**src/rtl/i2c_pkg.sv**
```systemverilog
// Shared I2C definitions: slave FSM state encoding and default target address.
package i2c_pkg;
  typedef enum logic [2:0] {
    ST_IDLE      = 3'd0,
    ST_ADDR      = 3'd1,
    ST_ADDR_ACK  = 3'd2,
    ST_RX        = 3'd3,
    ST_RX_ACK    = 3'd4,
    ST_TX        = 3'd5,
    ST_TX_ACK    = 3'd6,
    ST_WAIT_STOP = 3'd7
  } i2c_state_e;

  localparam logic [6:0] I2C_DEF_SLAVE_ADDR = 7'h50;
endpackage

```
**src/rtl/i2c_bus_sync.sv**
```systemverilog
// SCL/SDA synchronizers plus registered SCL edge and START/STOP condition flags.
module i2c_bus_sync (
  input  logic clk,
  input  logic rst_n,
  input  logic i_scl,
  input  logic i_sda,
  output logic o_scl_rise,
  output logic o_scl_fall,
  output logic o_start,
  output logic o_stop,
  output logic o_sda
);
  logic r_scl_s1, r_scl_s2, r_scl_h;
  logic r_sda_s1, r_sda_s2, r_sda_h;
  logic [1:0] r_warm;
  logic r_scl_rise, r_scl_fall, r_start, r_stop;
  logic w_armed;

  // History flops hold the reset value until real pin data reaches them; block flags until then.
  assign w_armed = (r_warm == 2'd3);

  always_ff @(posedge clk or negedge rst_n) begin
    if (!rst_n) begin
      r_scl_s1 <= 1'b1; r_scl_s2 <= 1'b1; r_scl_h <= 1'b1;
      r_sda_s1 <= 1'b1; r_sda_s2 <= 1'b1; r_sda_h <= 1'b1;
      r_warm <= 2'd0;
      r_scl_rise <= 1'b0; r_scl_fall <= 1'b0; r_start <= 1'b0; r_stop <= 1'b0;
    end else begin
      r_scl_s1 <= i_scl; r_scl_s2 <= r_scl_s1; r_scl_h <= r_scl_s2;
      r_sda_s1 <= i_sda; r_sda_s2 <= r_sda_s1; r_sda_h <= r_sda_s2;
      if (!w_armed) r_warm <= r_warm + 2'd1;
      r_scl_rise <= w_armed &  r_scl_s2 & ~r_scl_h;
      r_scl_fall <= w_armed & ~r_scl_s2 &  r_scl_h;
      r_start    <= w_armed &  r_scl_s2 &  r_sda_h & ~r_sda_s2;
      r_stop     <= w_armed &  r_scl_s2 & ~r_sda_h &  r_sda_s2;
    end
  end

  assign o_scl_rise = r_scl_rise;
  assign o_scl_fall = r_scl_fall;
  assign o_start    = r_start;
  assign o_stop     = r_stop;
  assign o_sda      = r_sda_h;
endmodule

```
**src/rtl/i2c_slave_fsm.sv**
```systemverilog
// I2C target: address match, byte receive with ready-driven ACK/NACK, byte transmit.
module i2c_slave_fsm
  import i2c_pkg::*;
#(
  parameter int ADDR_LEN = 7,
  parameter int DATA_LEN = 8,
  parameter logic [ADDR_LEN-1:0] SLAVE_ADDR = ADDR_LEN'(I2C_DEF_SLAVE_ADDR)
) (
  input  logic                clk,
  input  logic                rst_n,
  input  logic                scl,
  input  logic                sda_in,
  output logic                sda_oe,
  output logic [DATA_LEN-1:0] rx_data,
  output logic                rx_valid,
  input  logic                rx_ready,
  input  logic [DATA_LEN-1:0] tx_data,
  output logic                tx_ack,
  output logic                busy,
  output logic [2:0]          state_slave
);
  localparam int SR_W = (DATA_LEN > ADDR_LEN + 1) ? DATA_LEN : ADDR_LEN + 1;

  logic w_scl_rise, w_scl_fall, w_start, w_stop, w_sda;
  i2c_state_e r_state, w_state_nxt;
  logic [3:0] r_cnt, w_cnt_nxt;
  logic [SR_W-1:0] r_sr, w_sr_nxt, w_sr_in, w_tx_load;
  logic [DATA_LEN-1:0] r_rx_data, w_rxd_nxt;
  logic r_sda_oe, w_oe_nxt, r_rx_valid, w_rxv_nxt, r_tx_ack, w_txack_nxt;
  logic r_rw, w_rw_nxt, r_rx_ok, w_rxok_nxt, r_busy, w_busy_nxt;
  logic w_addr_hit, w_last_addr, w_last_data;

  i2c_bus_sync u_sync (
    .clk        (clk),
    .rst_n      (rst_n),
    .i_scl      (scl),
    .i_sda      (sda_in),
    .o_scl_rise (w_scl_rise),
    .o_scl_fall (w_scl_fall),
    .o_start    (w_start),
    .o_stop     (w_stop),
    .o_sda      (w_sda)
  );

  assign w_sr_in     = {r_sr[SR_W-2:0], w_sda};
  assign w_addr_hit  = (w_sr_in[ADDR_LEN:1] == SLAVE_ADDR);
  assign w_last_addr = (r_cnt == 4'(ADDR_LEN));
  assign w_last_data = (r_cnt == 4'(DATA_LEN - 1));
  // MSB goes straight to the pin on the latch edge; the register keeps the remaining bits MSB-aligned.
  assign w_tx_load   = SR_W'({tx_data[DATA_LEN-2:0], 1'b0});

  always_ff @(posedge clk or negedge rst_n) begin
    if (!rst_n) r_state <= ST_IDLE;
    else        r_state <= w_state_nxt;
  end

  always_comb begin
    w_state_nxt = r_state;
    if (w_stop)       w_state_nxt = ST_IDLE;
    else if (w_start) w_state_nxt = ST_ADDR;
    else begin
      case (r_state)
        ST_ADDR:     if (w_scl_rise && w_last_addr) w_state_nxt = w_addr_hit ? ST_ADDR_ACK : ST_WAIT_STOP;
        ST_ADDR_ACK: if (w_scl_fall && r_cnt == 4'd1) w_state_nxt = r_rw ? ST_TX : ST_RX;
        ST_RX:       if (w_scl_rise && w_last_data) w_state_nxt = ST_RX_ACK;
        ST_RX_ACK:   if (w_scl_fall && r_cnt == 4'd1) w_state_nxt = ST_RX;
        ST_TX:       if (w_scl_fall && w_last_data) w_state_nxt = ST_TX_ACK;
        ST_TX_ACK: begin
          if (w_scl_rise && w_sda)                 w_state_nxt = ST_WAIT_STOP;
          else if (w_scl_fall && r_cnt == 4'd1)    w_state_nxt = ST_TX;
        end
        default: ;
      endcase
    end
  end

  always_comb begin
    w_cnt_nxt = r_cnt; w_sr_nxt = r_sr; w_oe_nxt = r_sda_oe; w_rxd_nxt = r_rx_data;
    w_rxv_nxt = 1'b0; w_txack_nxt = 1'b0; w_rw_nxt = r_rw; w_rxok_nxt = r_rx_ok; w_busy_nxt = r_busy;
    if (w_stop) begin
      w_oe_nxt = 1'b0; w_busy_nxt = 1'b0; w_cnt_nxt = 4'd0;
    end else if (w_start) begin
      w_oe_nxt = 1'b0; w_busy_nxt = 1'b1; w_cnt_nxt = 4'd0; w_sr_nxt = '0;
    end else begin
      case (r_state)
        ST_ADDR: if (w_scl_rise) begin
          w_sr_nxt = w_sr_in; w_cnt_nxt = r_cnt + 4'd1;
          if (w_last_addr) w_rw_nxt = w_sda;
        end
        ST_ADDR_ACK: if (w_scl_fall) begin
          if (r_cnt == 4'd0) begin
            w_oe_nxt = 1'b1; w_cnt_nxt = 4'd1;
          end else if (r_rw) begin
            w_sr_nxt = w_tx_load; w_txack_nxt = 1'b1; w_oe_nxt = ~tx_data[DATA_LEN-1];
          end else w_oe_nxt = 1'b0;
        end
        ST_RX: if (w_scl_rise) begin
          w_sr_nxt = w_sr_in; w_cnt_nxt = r_cnt + 4'd1;
          if (w_last_data) begin
            w_rxd_nxt = w_sr_in[DATA_LEN-1:0]; w_rxv_nxt = rx_ready; w_rxok_nxt = rx_ready;
          end
        end
        ST_RX_ACK: if (w_scl_fall) begin
          if (r_cnt == 4'd0) begin w_oe_nxt = r_rx_ok; w_cnt_nxt = 4'd1; end
          else w_oe_nxt = 1'b0;
        end
        ST_TX: if (w_scl_fall) begin
          if (w_last_data) w_oe_nxt = 1'b0;
          else begin
            w_oe_nxt = ~r_sr[DATA_LEN-1]; w_sr_nxt = r_sr << 1; w_cnt_nxt = r_cnt + 4'd1;
          end
        end
        ST_TX_ACK: begin
          if (w_scl_rise && !w_sda) w_cnt_nxt = 4'd1;
          else if (w_scl_fall && r_cnt == 4'd1) begin
            w_sr_nxt = w_tx_load; w_txack_nxt = 1'b1; w_oe_nxt = ~tx_data[DATA_LEN-1];
          end
        end
        default: ;
      endcase
    end
  end

  always_ff @(posedge clk or negedge rst_n) begin
    if (!rst_n) begin
      r_cnt <= 4'd0; r_sr <= '0; r_sda_oe <= 1'b0; r_rx_data <= '0; r_rx_valid <= 1'b0;
      r_tx_ack <= 1'b0; r_rw <= 1'b0; r_rx_ok <= 1'b0; r_busy <= 1'b0;
    end else begin
      r_cnt      <= (w_state_nxt != r_state) ? 4'd0 : w_cnt_nxt;
      r_sr       <= w_sr_nxt;
      r_sda_oe   <= w_oe_nxt;
      r_rx_data  <= w_rxd_nxt;
      r_rx_valid <= w_rxv_nxt;
      r_tx_ack   <= w_txack_nxt;
      r_rw       <= w_rw_nxt;
      r_rx_ok    <= w_rxok_nxt;
      r_busy     <= w_busy_nxt;
    end
  end

  assign sda_oe      = r_sda_oe;
  assign rx_data     = r_rx_data;
  assign rx_valid    = r_rx_valid;
  assign tx_ack      = r_tx_ack;
  assign busy        = r_busy;
  assign state_slave = r_state;
endmodule

```
**config.mk**
```make
export PLATFORM = sky130hd
export DESIGN_NAME = i2c_slave_fsm
export DESIGN_NICKNAME = d
export VERILOG_FILES = /design/src/rtl/i2c_pkg.sv /design/src/rtl/i2c_bus_sync.sv /design/src/rtl/i2c_slave_fsm.sv
export SDC_FILE = /design/constraint.sdc
export NUM_CORES = 1
export LEC_CHECK = 0
export ABC_AREA = 1
export CAP_MARGIN = 30
export CORE_AREA = 3 3 85 87
export DETAILED_ROUTE_END_ITERATION = 10
export DIE_AREA = 0 0 88 90
export DONT_BUFFER_PORTS = 1
export PLACE_DENSITY_LB_ADDON = 0.25
export SLEW_MARGIN = 20
export SYNTH_ARGS = -nofsm -noshare
export SYNTH_HDL_FRONTEND = slang
export SYNTH_SLANG_ARGS = --single-unit
```
**constraint.sdc**
```tcl
create_clock -name clk -period 1.7 [get_ports clk]
set_input_delay 0.34 -clock clk [delete_from_list [all_inputs] [get_ports clk]]
set_output_delay 0.34 -clock clk [all_outputs]
set_load 0.01 [all_outputs]
```
# After elaboration in Yosys (flattened, before gate mapping)
# Cells that the tools add are included.
[word_totals]
regBits = 41
output_inout_bits = 15
[classes]
n_addsub = 2
eq_ne = 30
n_mux = 59
bitwise_logic = 16
n_reduce_logical = 18
[ops]
columns = ["operator", "n"]
rows = [
  ["$mux W8", 9],
  ["$mux W4", 9],
  ["$mux W3", 11],
  ["$pmux W8 S4", 1],
  ["$mux W1", 25],
  ["$pmux W3 S6", 1],
  ["$pmux W4 S4", 1],
  ["$ne A3 B2 Y1 const B", 5],
  ["$ne A5 B1 Y1 const B", 3],
  ["$ne A4 B1 Y1 const B", 3],
  ["$ne A5 B3 Y1 const B", 2],
  ["$reduce_and A10 Y1", 1],
  ["$reduce_and A5 Y1", 2],
  ["$eq A3 B3 Y1 const B", 3],
  ["$ne A3 B1 Y1 const B", 3],
  ["$reduce_bool A9 Y1", 1],
  ["$and A1 B1 Y1", 8],
  ["$ne A4 B2 Y1 const B", 2],
  ["$not A1 Y1", 8],
  ["$eq A7 B7 Y1 const B", 1],
  ["$reduce_and A7 Y1", 1],
  ["$eq A3 B2 Y1 const B", 2],
  ["$reduce_and A6 Y1", 1],
  ["$reduce_bool A6 Y1", 1],
  ["16 further kinds", 21],
]

# Logic depth before layout (Yosys ltp)
[depth]
word_depth = 10
mapped_depth = 16
depth_no_buf = 16

# Cells and area by module
# A second synthesis with hierarchy kept.
[unflattened]
cells_unflattened = 291
hier_area_um2 = 2248.4
[by_module_without_submodules]
columns = ["module", "instances", "cells_per_inst", "area_each_um2", "seq_area_each_um2"]
rows = [
  ["i2c_slave_fsm", 1, 260, 1858.0, 725.7],
  ["i2c_bus_sync", 1, 31, 390.4, 307.8],
]

# Worst setup path before layout
# Ideal clock, no wire load.
[synth_path]
path_type = "register to register"
startpoint = "register r_state[2] (netlist: state_slave[2])"
endpoint = "register r_cnt[1]"
setup_time_ps = 121
t_arrival_ps = 1557
required_ps = 1579
slack_ps = 22
path_stages_with_launch = 11
path_cell_list = "dfrtp_1 o21ai_1 nand3_1 o21ai_1 inv_1 nand2_1 nand2_1 nand2_1 nor2_1 nand2_1 nor2_1"
[synth_via]
elab_chain_cells = 8
word_cells_on_any_way = 31
classes_between = "eq/ne (13); mux (14); reduce/logical (4)"
[synth_lines]
columns = ["element", "line", "text"]
rows = [
  ["start: declaration", "i2c_slave_fsm.sv:25", "i2c_state_e r_state, w_state_nxt;"],
  ["start signal: assignment", "i2c_slave_fsm.sv:54", "else r_state <= w_state_nxt;"],
  ["$mux W3", "i2c_slave_fsm.sv:70", "else if (w_scl_fall && r_cnt == 4'd1) w_state_nxt = ST_TX;"],
  ["$mux W3", "i2c_slave_fsm.sv:69", "if (w_scl_rise && w_sda) w_state_nxt = ST_WAIT_STOP;"],
  ["$pmux W3 S6", "i2c_slave_fsm.sv:62", "case (r_state)"],
  ["$mux W3", "i2c_slave_fsm.sv:60", "else if (w_start) w_state_nxt = ST_ADDR;"],
  ["$mux W3", "i2c_slave_fsm.sv:59", "if (w_stop) w_state_nxt = ST_IDLE;"],
  ["$ne A3 B3 Y1", "i2c_slave_fsm.sv:129", "r_cnt <= (w_state_nxt != r_state) ? 4'd0 : w_cnt_nxt;"],
  ["$ne A5 B1 Y1 (no source line), or another cell as far along", "-", ""],
  ["$reduce_and A7 Y1 (no source line)", "-", ""],
  ["end signal: assignment", "i2c_slave_fsm.sv:129", ""],
  ["end: declaration", "i2c_slave_fsm.sv:26", "logic [3:0] r_cnt, w_cnt_nxt;"],
]
# Parallel ways exist; a longest one is shown, timed or not.
# A chain may end at the register's enable or synchronous reset.

# Worst setup path after layout
[layout_path]
startpoint = "register r_cnt[1]"
endpoint = "register r_cnt[1]"
[layout_via]
elab_chain_cells = 10
word_cells_on_any_way = 33
classes_between = "add/sub (1); eq/ne (9); mux (17); reduce/logical (6)"
[layout_lines]
columns = ["element", "line"]
rows = [
  ["$eq A4 B1 Y1", "i2c_slave_fsm.sv:64, i2c_slave_fsm.sv:66, i2c_slave_fsm.sv:70"],
  ["$logic_and A1 B1 Y1", "i2c_slave_fsm.sv:64, i2c_slave_fsm.sv:66, i2c_slave_fsm.sv:70"],
  ["$mux W3", "i2c_slave_fsm.sv:70"],
  ["$mux W3", "i2c_slave_fsm.sv:69"],
  ["$pmux W3 S6", "i2c_slave_fsm.sv:62"],
  ["$mux W3", "i2c_slave_fsm.sv:60"],
  ["$mux W3", "i2c_slave_fsm.sv:59"],
  ["$ne A3 B3 Y1", "i2c_slave_fsm.sv:129"],
  ["$ne A5 B1 Y1 (no source line), or another cell as far along", "-"],
  ["$reduce_and A7 Y1 (no source line)", "-"],
]
# Parallel ways exist; a longest one is shown, timed or not. The select of a mux whose other input is x is not followed.

==> impl_results.md <==
- Status: complete, but fails checks
- Failing checks: negative setup slack
- Post-synth EDFFs: 0
- Die area: 0.00792 mm²
- Syn_nets: 314
- # rows: 29
- Crit path max-delay family: simple AND/OR/NAND/NOR gates
- Hold/Removal Path Class: input port to flip-flop
- Vias/cell: 4.72
- Max stage delay on crit path: approximately 0.40 ns
- Pwr Density: between 1500 and 2000 mW/mm²
- WL per Instance: 12.6 µm
- Clk Latency, worst-skew pair: just under 0.3 ns
- Seq/Total Area, Yosys: 45.6%
- # IOs: 28
- WP data arrival: 2.02 ns
- Ys flop type: dfrtp_1
- Final worst-path cycle share: 106%
- Post-synthesis async set-or-reset flop share: 100%
- Yosys cell types: 35
- Avg Cell Area, Syn: 7.63 µm²
- HPWL Detailed: about 4.1 mm
- Grt total ovfl: 0
- Post-Route WL: 5.43 mm
- First-pass GRT wire length: 9.05 mm
- CORE AREA: 0.00642 mm²
- Clock transition at path regs: 0.08 ns
- Cells after synthesis: 297
- Largest net degree at the start of global routing: 42
- Port Buf Inserts: 0
- Largest family of logic cells by synthesized area: simple AND/OR/NAND/NOR gates
- Register bit count reported by yosys: 41
- CTS sink cnt: approximately 40
- Post-layout util: 46.1%
- Req. time, crit path: 1.92 ns
- Vias: 2038
- Crit path buf inv count: 3
- CTS buffer count: 5
- DRC Markers: 0
- Initial antenna violation count: 0
- Starting density of the core: 35.3%
- RSZ-0062 raised after global routing: yes
- Vias in the first global route: 1959
- Crit path max fanout: 4
- Final Hold Slack: 0.0478 ns
- Post-synthesis adder-cell area fraction: 2.21%
- Gpl congestion: 0.946
- CTS tree: yes
- Least-Margin Pin Slew: between 0.2 and 0.3 ns
- Hold violation count in the final report: 0
- Chip Width: 88 µm
- Fin worst setup slack: -0.0988 ns
- P_leak: 1.48 nW
- CP Launch Type: flip-flop
- Xor/xnor share of the synthesized area: 0.773%
- CP max-delay cell: dfrtp_1
- TNS Setup: -0.983 ns
- H-tree Lvls: 2
- Most area-consuming cells after synthesis: dfrtp_1 (39%), nand2_1 (12%), nor2_1 (7.5%)
- Critical path, cell by cell: inv_1, ha_2, nand2_1, inv_1, nand2_2, buf_6, nor2_1, nor2_1, nand3_1, nand2_1, nand2_1, nand2_1, nor2_1, nand2_2, nor2_1
- Antenna viol nets, final: 0
- Post-synth top area share: 38.6%
- Ratio of cells with drive above 1 in the final layout: about 28%
- Most common cell in the netlist: nand2_1
- Die height: 90 µm
- Setup CP Type: flip-flop to flip-flop
- DR pass1 iterations: 4
- Simple-gate portion of the synthesized area: 29.6%
- ANT cells: 0
- Count of pins over their slew limit: 0
- Post-synthesis compound-gate area fraction: roughly an eighth
- Multiplexer area fraction after synthesis: 0.497%
- Max IR drop VDD: 0.000673 V
- Max Clock Freq: 556 MHz
- Maxcap violations: 0
- Clock tree buffer depth: 2
- GRT Util Overall: between 10% and 20%
- Root Driver: clkbuf_8
- CP endpoint kind: flip-flop
- Leading area contributor after synthesis: dfrtp_1
- Mapped cell area: 0.00227 mm²
- Final worst path period need: approximately 1.8 ns
- # nets final: 371
- Yosys warning count: 0
- Final Setup Violations: 12
- Iter 0 DRT Violations: ~130
- Commonest cells in the netlist: nand2_1 (72), nor2_1 (45), inv_1 (37)
- Skew final: 0.00918 ns
- Slew HR: 80.3%
- Area Growth Syn to Fin: 30.6%
==> cell usage in the layout (no fill, tap or decap), types with 2 or more instances in the layout <==
cell type	count
dfrtp_2	2
inv_1	36
ha_1	2
nand4_1	2
nor2_2	3
nor3_1	3
o21ai_2	3
nand3_1	17
nand3_4	2
nor2_1	42
a211oi_1	8
nand2_2	6
a21oi_1	10
dfrtp_1	33
clkbuf_8	6
inv_2	5
nand2_1	67
buf_12	3
o21ai_0	22
o21ai_1	5
buf_4	51
dfstp_2	6
nand3_2	2
==> metrics by stage <==
step | std cells | area, µm² | power [mW] | setup slack (ns)
2_1_floorplan | 297 | 2270 | 2.83 | 0.0220
3_3_place_gp | 416 | 2710 | 3.89 | -0.153
3_5_place_dp | 416 | 2710 | 3.89 | -0.219
4_1_cts | 432 | 2950 | 4.87 | -0.0811
5_1_grt | 432 | 2960 | 5.29 | -0.253
6_report | 432 | 2960 | 4.88 | -0.0988
==> kinds of logic after synthesis <==
| family | count (synthesis) |
|---|---|
| muxes | 1 |
| buffers and inverters | 48 |
| DFF | 41 |
| adders and majority gates | 4 |
| and+or+nand+nor | 150 |
| xor gates and xnor gates | 2 |
| AOI/OAI and AO/OA | 51 |
==> final timing paths <==
| path | from | endpoint | slack (ns) | cells after the start |
|---|---|---|---|---|
| worst max-delay path | r_cnt[1] | r_cnt[1] | -0.1 | 15 |
| worst min-delay path | scl | u_sync.r_scl_s1 | 0.05 | 0 |
| worst max register to register | r_cnt[1] | r_cnt[1] | -0.1 | 15 |
| worst min register to register | u_sync.r_scl_s1 | u_sync.r_scl_s2 | 0.36 | 0 |
| max in group asynchronous | rst_n | u_sync.r_sda_s2 | 0.93 | 2 |
| min in group asynchronous | rst_n | r_sr[3] | 0.50 | 2 |
==> registers in the layout, indices dropped and copies added, names as in the netlist, 2 cells and up <==
name           flops
state_slave        3
r_cnt              4
u_sync.r_warm      2
r_sr               8
rx_data            8
==> report_power, final <==
part	switching, mW	leakage [nW]	internal (mW)
registers	0.147	0.509	1.16
clock network	0.322	0.0585	0.479
logic	1.51	0.909	1.27
==> metal layers <==
metal  global-route usage (%)  routed length, µm
met1                     20.2               2660
met2                     20.7               2380
met3                     3.38                262
met4                     5.88                123
met5                        0                  0
==> worst register-to-register path: cells and delay by family, from the launching register on <==
kind | cells | cell delay [ns]
buffers and inverters | 3 | 0.28
adders and majority gates | 1 | 0.15
and+or+nand+nor | 11 | 0.89
DFF | 1 | 0.40
==> what timing repair did <==
item                                   in CTS  in global routing
resized for setup                          16                  6
pin swaps                                  15                  6
endpoints found under the hold margin      41                  0
hold buffers                                2                  0
setup buffers                               6                  0
setup endpoints to repair                  13                 25
==> area by class of cell <==
class | count | area [µm²]
fill | 647 | 3460
clock inverter | 1 | 30.0
timing repair buffer | 56 | 464
tap | 77 | 96.3
multi-input combinational | 208 | 1090
sequential | 41 | 1040
inverter | 42 | 160
clock buffer | 7 | 86.3
(Power assumes the default switching activity.)
